[src/rtl/gomoku_pkg.sv]
// gomoku_pkg: definitions shared by the gomoku board-memory blocks.
//   cell_t      : 2-bit cell state stored in the board RAM.
//   arb_state_t : board_mem_arbiter scheduler state, also exported on dbg_state.
//   cell_addr() : flat cell index row*15+col.
package gomoku_pkg;

  localparam int BOARD_N     = 15;
  localparam int CELL_ADDR_W = 8;
  localparam int BOARD_CELLS = 225;

  typedef enum logic [1:0] {
    EMPTY = 2'd0,
    BLACK = 2'd1,
    WHITE = 2'd2
  } cell_t;

  typedef enum logic [1:0] {
    ARB_IDLE  = 2'd0,
    ARB_PF    = 2'd1,
    ARB_DRAIN = 2'd2
  } arb_state_t;

  function automatic logic [CELL_ADDR_W-1:0] cell_addr(input logic [3:0] row,
                                                       input logic [3:0] col);
    return ({4'd0, row} * 8'd15) + {4'd0, col};
  endfunction

endpackage

[src/rtl/board_line_buf.sv]
// board_line_buf: one board row (15 cells x 2 bits) held in registers.
//   clk, reset_n : clock, asynchronous active-low reset (all cells EMPTY)
//   i_we         : write strobe (prefetch fill or host write-through)
//   i_waddr      : column written, 0..14
//   i_wdata      : cell value written
//   i_raddr      : column read by the pixel path
//   o_rdata      : registered read data (EMPTY for columns >= 15)
module board_line_buf
  import gomoku_pkg::*;
(
  input  logic       clk,
  input  logic       reset_n,
  input  logic       i_we,
  input  logic [3:0] i_waddr,
  input  logic [1:0] i_wdata,
  input  logic [3:0] i_raddr,
  output logic [1:0] o_rdata
);

  localparam logic [3:0] L_N = 4'(BOARD_N);

  logic [1:0] r_cells [BOARD_N];
  logic [1:0] r_rdata;

  always_ff @(posedge clk or negedge reset_n) begin
    if (!reset_n) begin
      for (int i = 0; i < BOARD_N; i++) begin
        r_cells[i] <= EMPTY;
      end
      r_rdata <= EMPTY;
    end else begin
      if (i_we && (i_waddr < L_N)) begin
        r_cells[i_waddr] <= i_wdata;
      end
      r_rdata <= (i_raddr < L_N) ? r_cells[i_raddr] : EMPTY;
    end
  end

  assign o_rdata = r_rdata;

endmodule

[src/rtl/board_mem_arbiter.sv]
// board_mem_arbiter: shares the single-port board RAM between the VGA pixel
// path and the game-logic host. At the end of each active line, if the next
// line starts a new cell row, that row is copied into board_line_buf; the
// pixel path reads only that buffer. The host gets the RAM otherwise.
//   clk, reset_n        : clock, asynchronous active-low reset
//   valid, h_cnt, v_cnt : VGA active flag and pixel/line counters
//   pix_cell            : cell under the current pixel (1 clk latency)
//   pix_on_board        : current pixel inside the board (1 clk latency)
//   host_*              : host access port
//   mem_*               : board RAM port (read data 1 clk after mem_en)
//   pf_overrun          : sticky overrun flag, only with
//                         BOARD_MEM_ARB_OVERRUN_EN defined
//   dbg_state           : current scheduler state (arb_state_t)
//
// Host handshake: host_req (with host_we/addr/wdata) is held until host_gnt,
// which pulses for one cycle and is the cycle the RAM op happens; for a read,
// host_rvalid/host_rdata follow exactly one cycle after host_gnt.
module board_mem_arbiter #(
  parameter int BOARD_N = 15,
  parameter int CELL_PX = 32,
  parameter int X0      = 80,
  parameter int Y0      = 0
) (
  input  logic       clk,
  input  logic       reset_n,
  input  logic       valid,
  input  logic [9:0] h_cnt,
  input  logic [9:0] v_cnt,
  output logic [1:0] pix_cell,
  output logic       pix_on_board,
  input  logic       host_req,
  input  logic       host_we,
  input  logic [7:0] host_addr,
  input  logic [1:0] host_wdata,
  output logic       host_gnt,
  output logic       host_rvalid,
  output logic [1:0] host_rdata,
  output logic       mem_en,
  output logic       mem_we,
  output logic [7:0] mem_addr,
  output logic [1:0] mem_wdata,
  input  logic [1:0] mem_rdata,
`ifdef BOARD_MEM_ARB_OVERRUN_EN
  output logic       pf_overrun,
`endif
  output logic [1:0] dbg_state
);

  import gomoku_pkg::*;

  localparam int         SHIFT      = $clog2(CELL_PX);
  localparam logic [9:0] L_X0       = 10'(X0);
  localparam logic [9:0] L_Y0       = 10'(Y0);
  localparam logic [9:0] L_BOARD_PX = 10'(BOARD_N * CELL_PX);
  localparam logic [9:0] L_V_LAST   = 10'd479;
  localparam logic [3:0] L_COL_LAST = 4'(BOARD_N - 1);
  localparam logic [7:0] L_CELLS    = 8'(BOARD_CELLS);

  arb_state_t r_state, w_state_next;

  logic       r_valid_d;
  logic [9:0] r_last_v;
  logic       r_pf_pending;
  logic [3:0] r_pf_row;
  logic [3:0] r_row;
  logic [3:0] r_col;
  logic       r_cap_en;
  logic [3:0] r_cap_col;
  logic [3:0] r_buf_row;
  logic       r_buf_valid;
  logic       r_rvalid;
  logic       r_roob;
  logic       r_pix_on;
  logic       r_pix_show;

  logic [9:0]  w_next_y;
  logic [10:0] w_ny_off;
  logic        w_next_in;
  logic [3:0]  w_next_row;
  logic        w_trig;
  logic [3:0]  w_start_row;
  logic        w_pf_start;
  logic        w_host_gnt;
  logic        w_host_oob;
  logic [3:0]  w_host_row;
  logic [3:0]  w_host_col;
  logic        w_wt;
  logic        w_mem_en;
  logic        w_mem_we;
  logic [7:0]  w_mem_addr;
  logic [1:0]  w_mem_wdata;
  logic [10:0] w_dx;
  logic [10:0] w_dy;
  logic        w_on_board;
  logic [3:0]  w_pcol;
  logic        w_lb_we;
  logic [3:0]  w_lb_waddr;
  logic [1:0]  w_lb_wdata;
  logic [3:0]  w_lb_raddr;
  logic [1:0]  w_lb_rdata;

  // Offsets are taken one bit wider so bit 10 flags "left of / above the
  // board" without any 10-bit subtraction wrapping around.
  assign w_next_y   = (r_last_v == L_V_LAST) ? 10'd0 : r_last_v + 10'd1;
  assign w_ny_off   = {1'b0, w_next_y} - {1'b0, L_Y0};
  assign w_next_in  = !w_ny_off[10] && (w_ny_off[9:0] < L_BOARD_PX);
  assign w_next_row = 4'(w_ny_off[9:0] >> SHIFT);

  // End of an active line whose successor needs a row not already buffered.
  assign w_trig = r_valid_d && !valid && w_next_in &&
                  (!r_buf_valid || (w_next_row != r_buf_row));

  // A fresh trigger carries the most current row; otherwise use the latched one.
  assign w_start_row = w_trig ? w_next_row : r_pf_row;

  assign w_host_oob = (host_addr >= L_CELLS);
  assign w_host_row = 4'(host_addr / 8'd15);
  assign w_host_col = 4'(host_addr % 8'd15);

  always_comb begin
    w_state_next = r_state;
    w_pf_start   = 1'b0;
    w_host_gnt   = 1'b0;
    w_mem_en     = 1'b0;
    w_mem_we     = 1'b0;
    w_mem_addr   = '0;
    w_mem_wdata  = '0;
    case (r_state)
      ARB_IDLE: begin
        if (w_trig || r_pf_pending) begin
          w_state_next = ARB_PF;
          w_pf_start   = 1'b1;
        end else if (host_req) begin
          w_host_gnt = 1'b1;
          if (!w_host_oob) begin
            w_mem_en    = 1'b1;
            w_mem_we    = host_we;
            w_mem_addr  = host_addr;
            w_mem_wdata = host_we ? host_wdata : 2'd0;
          end
        end
      end
      ARB_PF: begin
        w_mem_en   = 1'b1;
        w_mem_addr = cell_addr(r_row, r_col);
        if (r_col == L_COL_LAST) begin
          w_state_next = ARB_DRAIN;
        end
      end
      ARB_DRAIN: begin
        w_state_next = ARB_IDLE;
      end
      default: begin
        w_state_next = ARB_IDLE;
      end
    endcase
  end

  // Write-through keeps the buffered row coherent with host writes.
  assign w_wt = w_host_gnt && host_we && !w_host_oob && r_buf_valid &&
                (w_host_row == r_buf_row);

  always_ff @(posedge clk or negedge reset_n) begin
    if (!reset_n) begin
      r_state      <= ARB_IDLE;
      r_valid_d    <= 1'b0;
      r_last_v     <= '0;
      r_pf_pending <= 1'b0;
      r_pf_row     <= '0;
      r_row        <= '0;
      r_col        <= '0;
      r_cap_en     <= 1'b0;
      r_cap_col    <= '0;
      r_buf_row    <= '0;
      r_buf_valid  <= 1'b0;
      r_rvalid     <= 1'b0;
      r_roob       <= 1'b0;
      r_pix_on     <= 1'b0;
      r_pix_show   <= 1'b0;
    end else begin
      r_state   <= w_state_next;
      r_valid_d <= valid;
      if (valid) begin
        r_last_v <= v_cnt;
      end

      // A trigger seen outside IDLE is held until the scheduler can take it.
      if (w_pf_start) begin
        r_pf_pending <= 1'b0;
      end else if (w_trig) begin
        r_pf_pending <= 1'b1;
        r_pf_row     <= w_next_row;
      end

      if (w_pf_start) begin
        r_row       <= w_start_row;
        r_col       <= '0;
        r_buf_valid <= 1'b0;
      end else if (r_state == ARB_PF) begin
        r_col <= r_col + 4'd1;
      end

      if (r_state == ARB_DRAIN) begin
        r_buf_row   <= r_row;
        r_buf_valid <= 1'b1;
      end

      // RAM data for the column issued this cycle lands next cycle.
      r_cap_en  <= (r_state == ARB_PF);
      r_cap_col <= r_col;

      r_rvalid <= w_host_gnt && !host_we;
      r_roob   <= w_host_oob;

      r_pix_on   <= w_on_board;
      r_pix_show <= w_on_board && r_buf_valid;
    end
  end

  assign w_dx       = {1'b0, h_cnt} - {1'b0, L_X0};
  assign w_dy       = {1'b0, v_cnt} - {1'b0, L_Y0};
  assign w_on_board = valid &&
                      !w_dx[10] && (w_dx[9:0] < L_BOARD_PX) &&
                      !w_dy[10] && (w_dy[9:0] < L_BOARD_PX);
  assign w_pcol     = 4'(w_dx[9:0] >> SHIFT);

  // Capture and write-through never coincide: capture only runs in PF/DRAIN,
  // host grants only in IDLE.
  assign w_lb_we    = r_cap_en || w_wt;
  assign w_lb_waddr = r_cap_en ? r_cap_col : w_host_col;
  assign w_lb_wdata = r_cap_en ? mem_rdata : host_wdata;
  assign w_lb_raddr = w_on_board ? w_pcol : 4'd0;

  board_line_buf u_line_buf (
    .clk     (clk),
    .reset_n (reset_n),
    .i_we    (w_lb_we),
    .i_waddr (w_lb_waddr),
    .i_wdata (w_lb_wdata),
    .i_raddr (w_lb_raddr),
    .o_rdata (w_lb_rdata)
  );

`ifdef BOARD_MEM_ARB_OVERRUN_EN
  logic r_overrun;

  // Next line started before the previous prefetch finished.
  always_ff @(posedge clk or negedge reset_n) begin
    if (!reset_n) begin
      r_overrun <= 1'b0;
    end else if (valid && !r_valid_d &&
                 ((r_state != ARB_IDLE) || r_pf_pending)) begin
      r_overrun <= 1'b1;
    end
  end

  assign pf_overrun = r_overrun;
`endif

  assign pix_cell     = r_pix_show ? w_lb_rdata : 2'd0;
  assign pix_on_board = r_pix_on;
  assign host_gnt     = w_host_gnt;
  assign host_rvalid  = r_rvalid;
  assign host_rdata   = (r_rvalid && !r_roob) ? mem_rdata : 2'd0;
  assign mem_en       = w_mem_en;
  assign mem_we       = w_mem_we;
  assign mem_addr     = w_mem_addr;
  assign mem_wdata    = w_mem_wdata;
  assign dbg_state    = r_state;

endmodule

[config.mk]
export PLATFORM = sky130hd
export DESIGN_NAME = board_mem_arbiter
export DESIGN_NICKNAME = d
export VERILOG_FILES = /design/src/rtl/gomoku_pkg.sv /design/src/rtl/board_line_buf.sv /design/src/rtl/board_mem_arbiter.sv
export SDC_FILE = /design/constraint.sdc
export NUM_CORES = 1
export LEC_CHECK = 0
export BUFFER_PORTS_ARGS = -buffer_cell sky130_fd_sc_hd__buf_2
export CORE_MARGIN = 2
export CORE_UTILIZATION = 64
export CTS_BUF_LIST = sky130_fd_sc_hd__clkbuf_16
export CTS_CLUSTER_SIZE = 40
export DETAILED_ROUTE_END_ITERATION = 10
export GPL_TIMING_DRIVEN = 0
export HOLD_SLACK_MARGIN = 0.06
export PLACE_DENSITY = 0.84
export SLEW_MARGIN = 30
export SYNTH_ARGS = -nofsm -noshare
export SYNTH_HDL_FRONTEND = slang
export SYNTH_SLANG_ARGS = --single-unit
[constraint.sdc]
create_clock -name clk -period 7.4 [get_ports clk]
set_input_delay 1.11 -clock clk [delete_from_list [all_inputs] [get_ports clk]]
set_output_delay 1.11 -clock clk [all_outputs]
set_load 0.01 [all_outputs]
==> flow_summary.yaml <==
global_route:
  antenna_found_initial: 0
  grt.total_usage_pct: 27.7
  grt.overflow.total: 0
  grt_pass1_vias: 3996
  grt_max_degree: 43
  grt_pass1_wl_mm: 18.8
clock_network:
  cts_tree: "done"
  clock-root-buffer: "clkbuf_16"
  cts_max_level: 3
  cts_made_buffers: 9
  post_cts_resized: 0
  cts_max_path_buffers: 2
  clock-sinks: 72
  postCtsSetupBuffers: 0
  clk_latency_ns: 0.33
  cts_hold_buf: 0
  clkTransAtPathRegs_ns: 0.05
final_layout:
  final_net_count: 644
  final-seq-area_um2: 1800
  syn_to_final_growth_pct: 13.8
  utilization_pct: 73.8
  final_cell_area_um2: 5620
  fillers: 533
  layout_commonest_cell: "dfrtp_1"
  layout_common_cells: "dfrtp_1 (72), buf_2 (58), nand2_1 (43)"
  num_antenna_cells: 0
  drive_gt1_share_pct: 17.0
  multi_input_area_um2: 2930
synthesis:
  synth_area_um2: 4940
  netlist.area_leader.share_pct: 36.5
  synth_edf_count: 0
  syn_area_per_cell_um2: 9.57
  synthFlopType: "dfrtp_1"
  yosysTopAreaCell: "dfrtp_1"
  synth.net_count: 582
  ys_types: 72
  yosys-top-cells-area: "dfrtp_1 (36%), mux2_1 (6.8%), ha_1 (5.6%)"
  syn_inst: 516
  synth_warnings: 0
  ys_ff_latch: 72
  async_flop_share_pct: 100
  synth_seq_area_share_pct: 36.5
timing:
  min_period_over_period_pct: 66.8
  slew_viol_final: 0
  fmax_mhz: 202
  fin_skew_ns: 0.00431
  setup-tns-final_ns: 0
  setup_violations: 0
  rsz0062_at_grt: "false"
  relSlewSlack_pct: 51.5
  final-hold-violation-count: 0
  min_period_ns: 4.94
  setup_slack_ns: 2.46
  tightest_slew_ns: 0.723
power:
  power_w: 0.00222
  p_leak_nw: 2.55
  peakVddDrop_mv: 0.385
  p_per_area_nw_per_um2: 396
routing:
  drt_iter0_drc: 259
  drt-total-wl_mm: 11.2
  drc: 0
  drtAntennaViolNets: 0
  vias_per_cell: 6.12
  routedWlPerCell_um: 16.3
  vias: 4189
  detail_route.first_pass.iterations: 5
critical_path:
  r2r_start: "r_last_v[5]$_DFFE_PN0P_"
  critPathCaptureType: "register"
  cp_slowest_cell: "nor4_1"
  worstPathArrival_ns: 5.15
  path_cells: "buf_2 -> buf_2 -> o211a_1 -> o21ba_1 -> or2_1 -> ha_1 -> a31oi_1 -> nand3_1 -> o21ai_0 -> ha_1 -> inv_1 -> nor4_1 -> a21oi_1 -> mux2i_2 -> a32oi_1 -> nor2_1 -> mux2_1"
  rrSetupSlack_ns: 3.97
  regToRegEndpoint: "u_line_buf.r_cells[27]$_DFFE_PN0P_"
  cpPeakStageDelay_ns: 0.37
  crit_fanout: 10
  crit_required_ns: 7.61
  worst-r2r-cell-count: 11
  setup.worst_path.start_class: "primary input"
  path_class: "primary input to register"
floorplanning:
  die-area_um2: 8430
  start_util_pct: 64.9
  rows: 32
  die_h_um: 91.8
  core_area_um2: 7610
  die_w_um: 91.8
  ios: 58
placed_design:
  gp_congestion: 0.891
  dp_slack_ns: 2.19
  portBuffers: 50
  detailed_place_hpwl_mm: 8.37
  dpl-instance-area_um2: 5340
hold_path:
  whs_endpoint: "r_cap_col[3]$_DFF_PN0_"
  hp-start: "r_col[3]$_DFFE_PN0P_"
  min_path_cells: 0
  hp-class: "register to register"
job:
  cap_violations: 0
status:
  status: "finished, final reports clean"
-- where the power goes --
part	leakage [nW]	switching [W]	internal, W
combinational	1.54	0.000629	0.000517
sequential	0.871	0.000124	0.000548
clock	0.141	0.000152	0.000254
-- metrics by stage --
step / cells / hold WS [ns]
after floorplan: 516 / 0.387
after global placement: 668 / 0.416
after detailed placement: 669 / 0.431
after CTS: 684 / 0.445
after global routing: 684 / 0.453
final: 684 / 0.445
-- routing by layer --
metal / up-vias / part of all wire (%) / wire, µm / global-route usage [%]
met5: - / 0 / 0 / 0
met2: 105 / 51 / 5670 / 48.0
met4: 0 / 2.5 / 282 / 9.33
li1: 2007 / - / - / -
met1: 2050 / 43 / 4850 / 35.3
met3: 27 / 3.2 / 361 / 4.85
-- worst max-delay path: cells and delay by family --
kind | cells | cell delay [ns]
muxes | 2 | 0.67
and+or+nand+nor | 4 | 1.03
AOI/OAI and AO/OA | 6 | 1.35
buffers and inverters | 3 | 0.41
adders and majority gates | 2 | 0.59
-- flip-flops by register name, summed over array words and instances (netlist names), 2 cells and up --
signal,flops
u_line_buf.r_cells,30
r_last_v,10
r_buf_row,4
r_cap_col,4
r_col,4
r_pf_row,4
r_row,4
dbg_state,2
u_line_buf.o_rdata,2
-- how the worst max path moves through the flow --
stage                         startpoint                            endpoint  cells past startpoint
floorplan                   host_addr[3]  u_line_buf.r_cells[26]$_DFFE_PN0P_                     16
global placement            host_addr[3]   u_line_buf.r_cells[3]$_DFFE_PN0P_                     17
detailed placement          host_addr[3]  u_line_buf.r_cells[27]$_DFFE_PN0P_                     17
CTS                 r_row[2]$_DFFE_PN0P_                         mem_addr[7]                     13
global route                host_addr[7]   u_line_buf.r_cells[3]$_DFFE_PN0P_                     17
finish                      host_addr[7]  u_line_buf.r_cells[27]$_DFFE_PN0P_                     17
-- layout make-up --
class,instances,share of cell area [%]
clock inverter,6,0.958
buffer,18,1.40
tap,102,2.27
inverter,35,2.34
timing repair buffer,51,4.86
sequential,72,32.1
multi-input combinational,391,52.1
clock buffer,9,4.01
-- synth_stat cells, types with 9 or more instances --
library cell,number
nand2_1,43
mux2_2,15
mux2_1,30
clkbuf_1,9
nand3_1,14
inv_1,34
xnor2_1,11
buf_2,9
dfrtp_1,72
and2_1,13
ha_1,22
o21ai_0,33
nor2_1,34
a21oi_1,25
nor2b_1,9
-- logic make-up (layout without fill, tap and decap cells) --
| family | count (synthesis) | after routing | share of synthesized area (%) |
|---|---|---|---|
| muxes | 53 | 53 | 12.5 |
| DFF | 72 | 72 | 36.5 |
| AOI/OAI and AO/OA | 128 | 128 | 17.9 |
| xor gates and xnor gates | 18 | 18 | 3.19 |
| buffers and inverters | 53 | 119 | 4.26 |
| and+or+nand+nor | 162 | 162 | 17.1 |
| adders and majority gates | 30 | 30 | 8.62 |
Power figures use the tool's default switching activity.
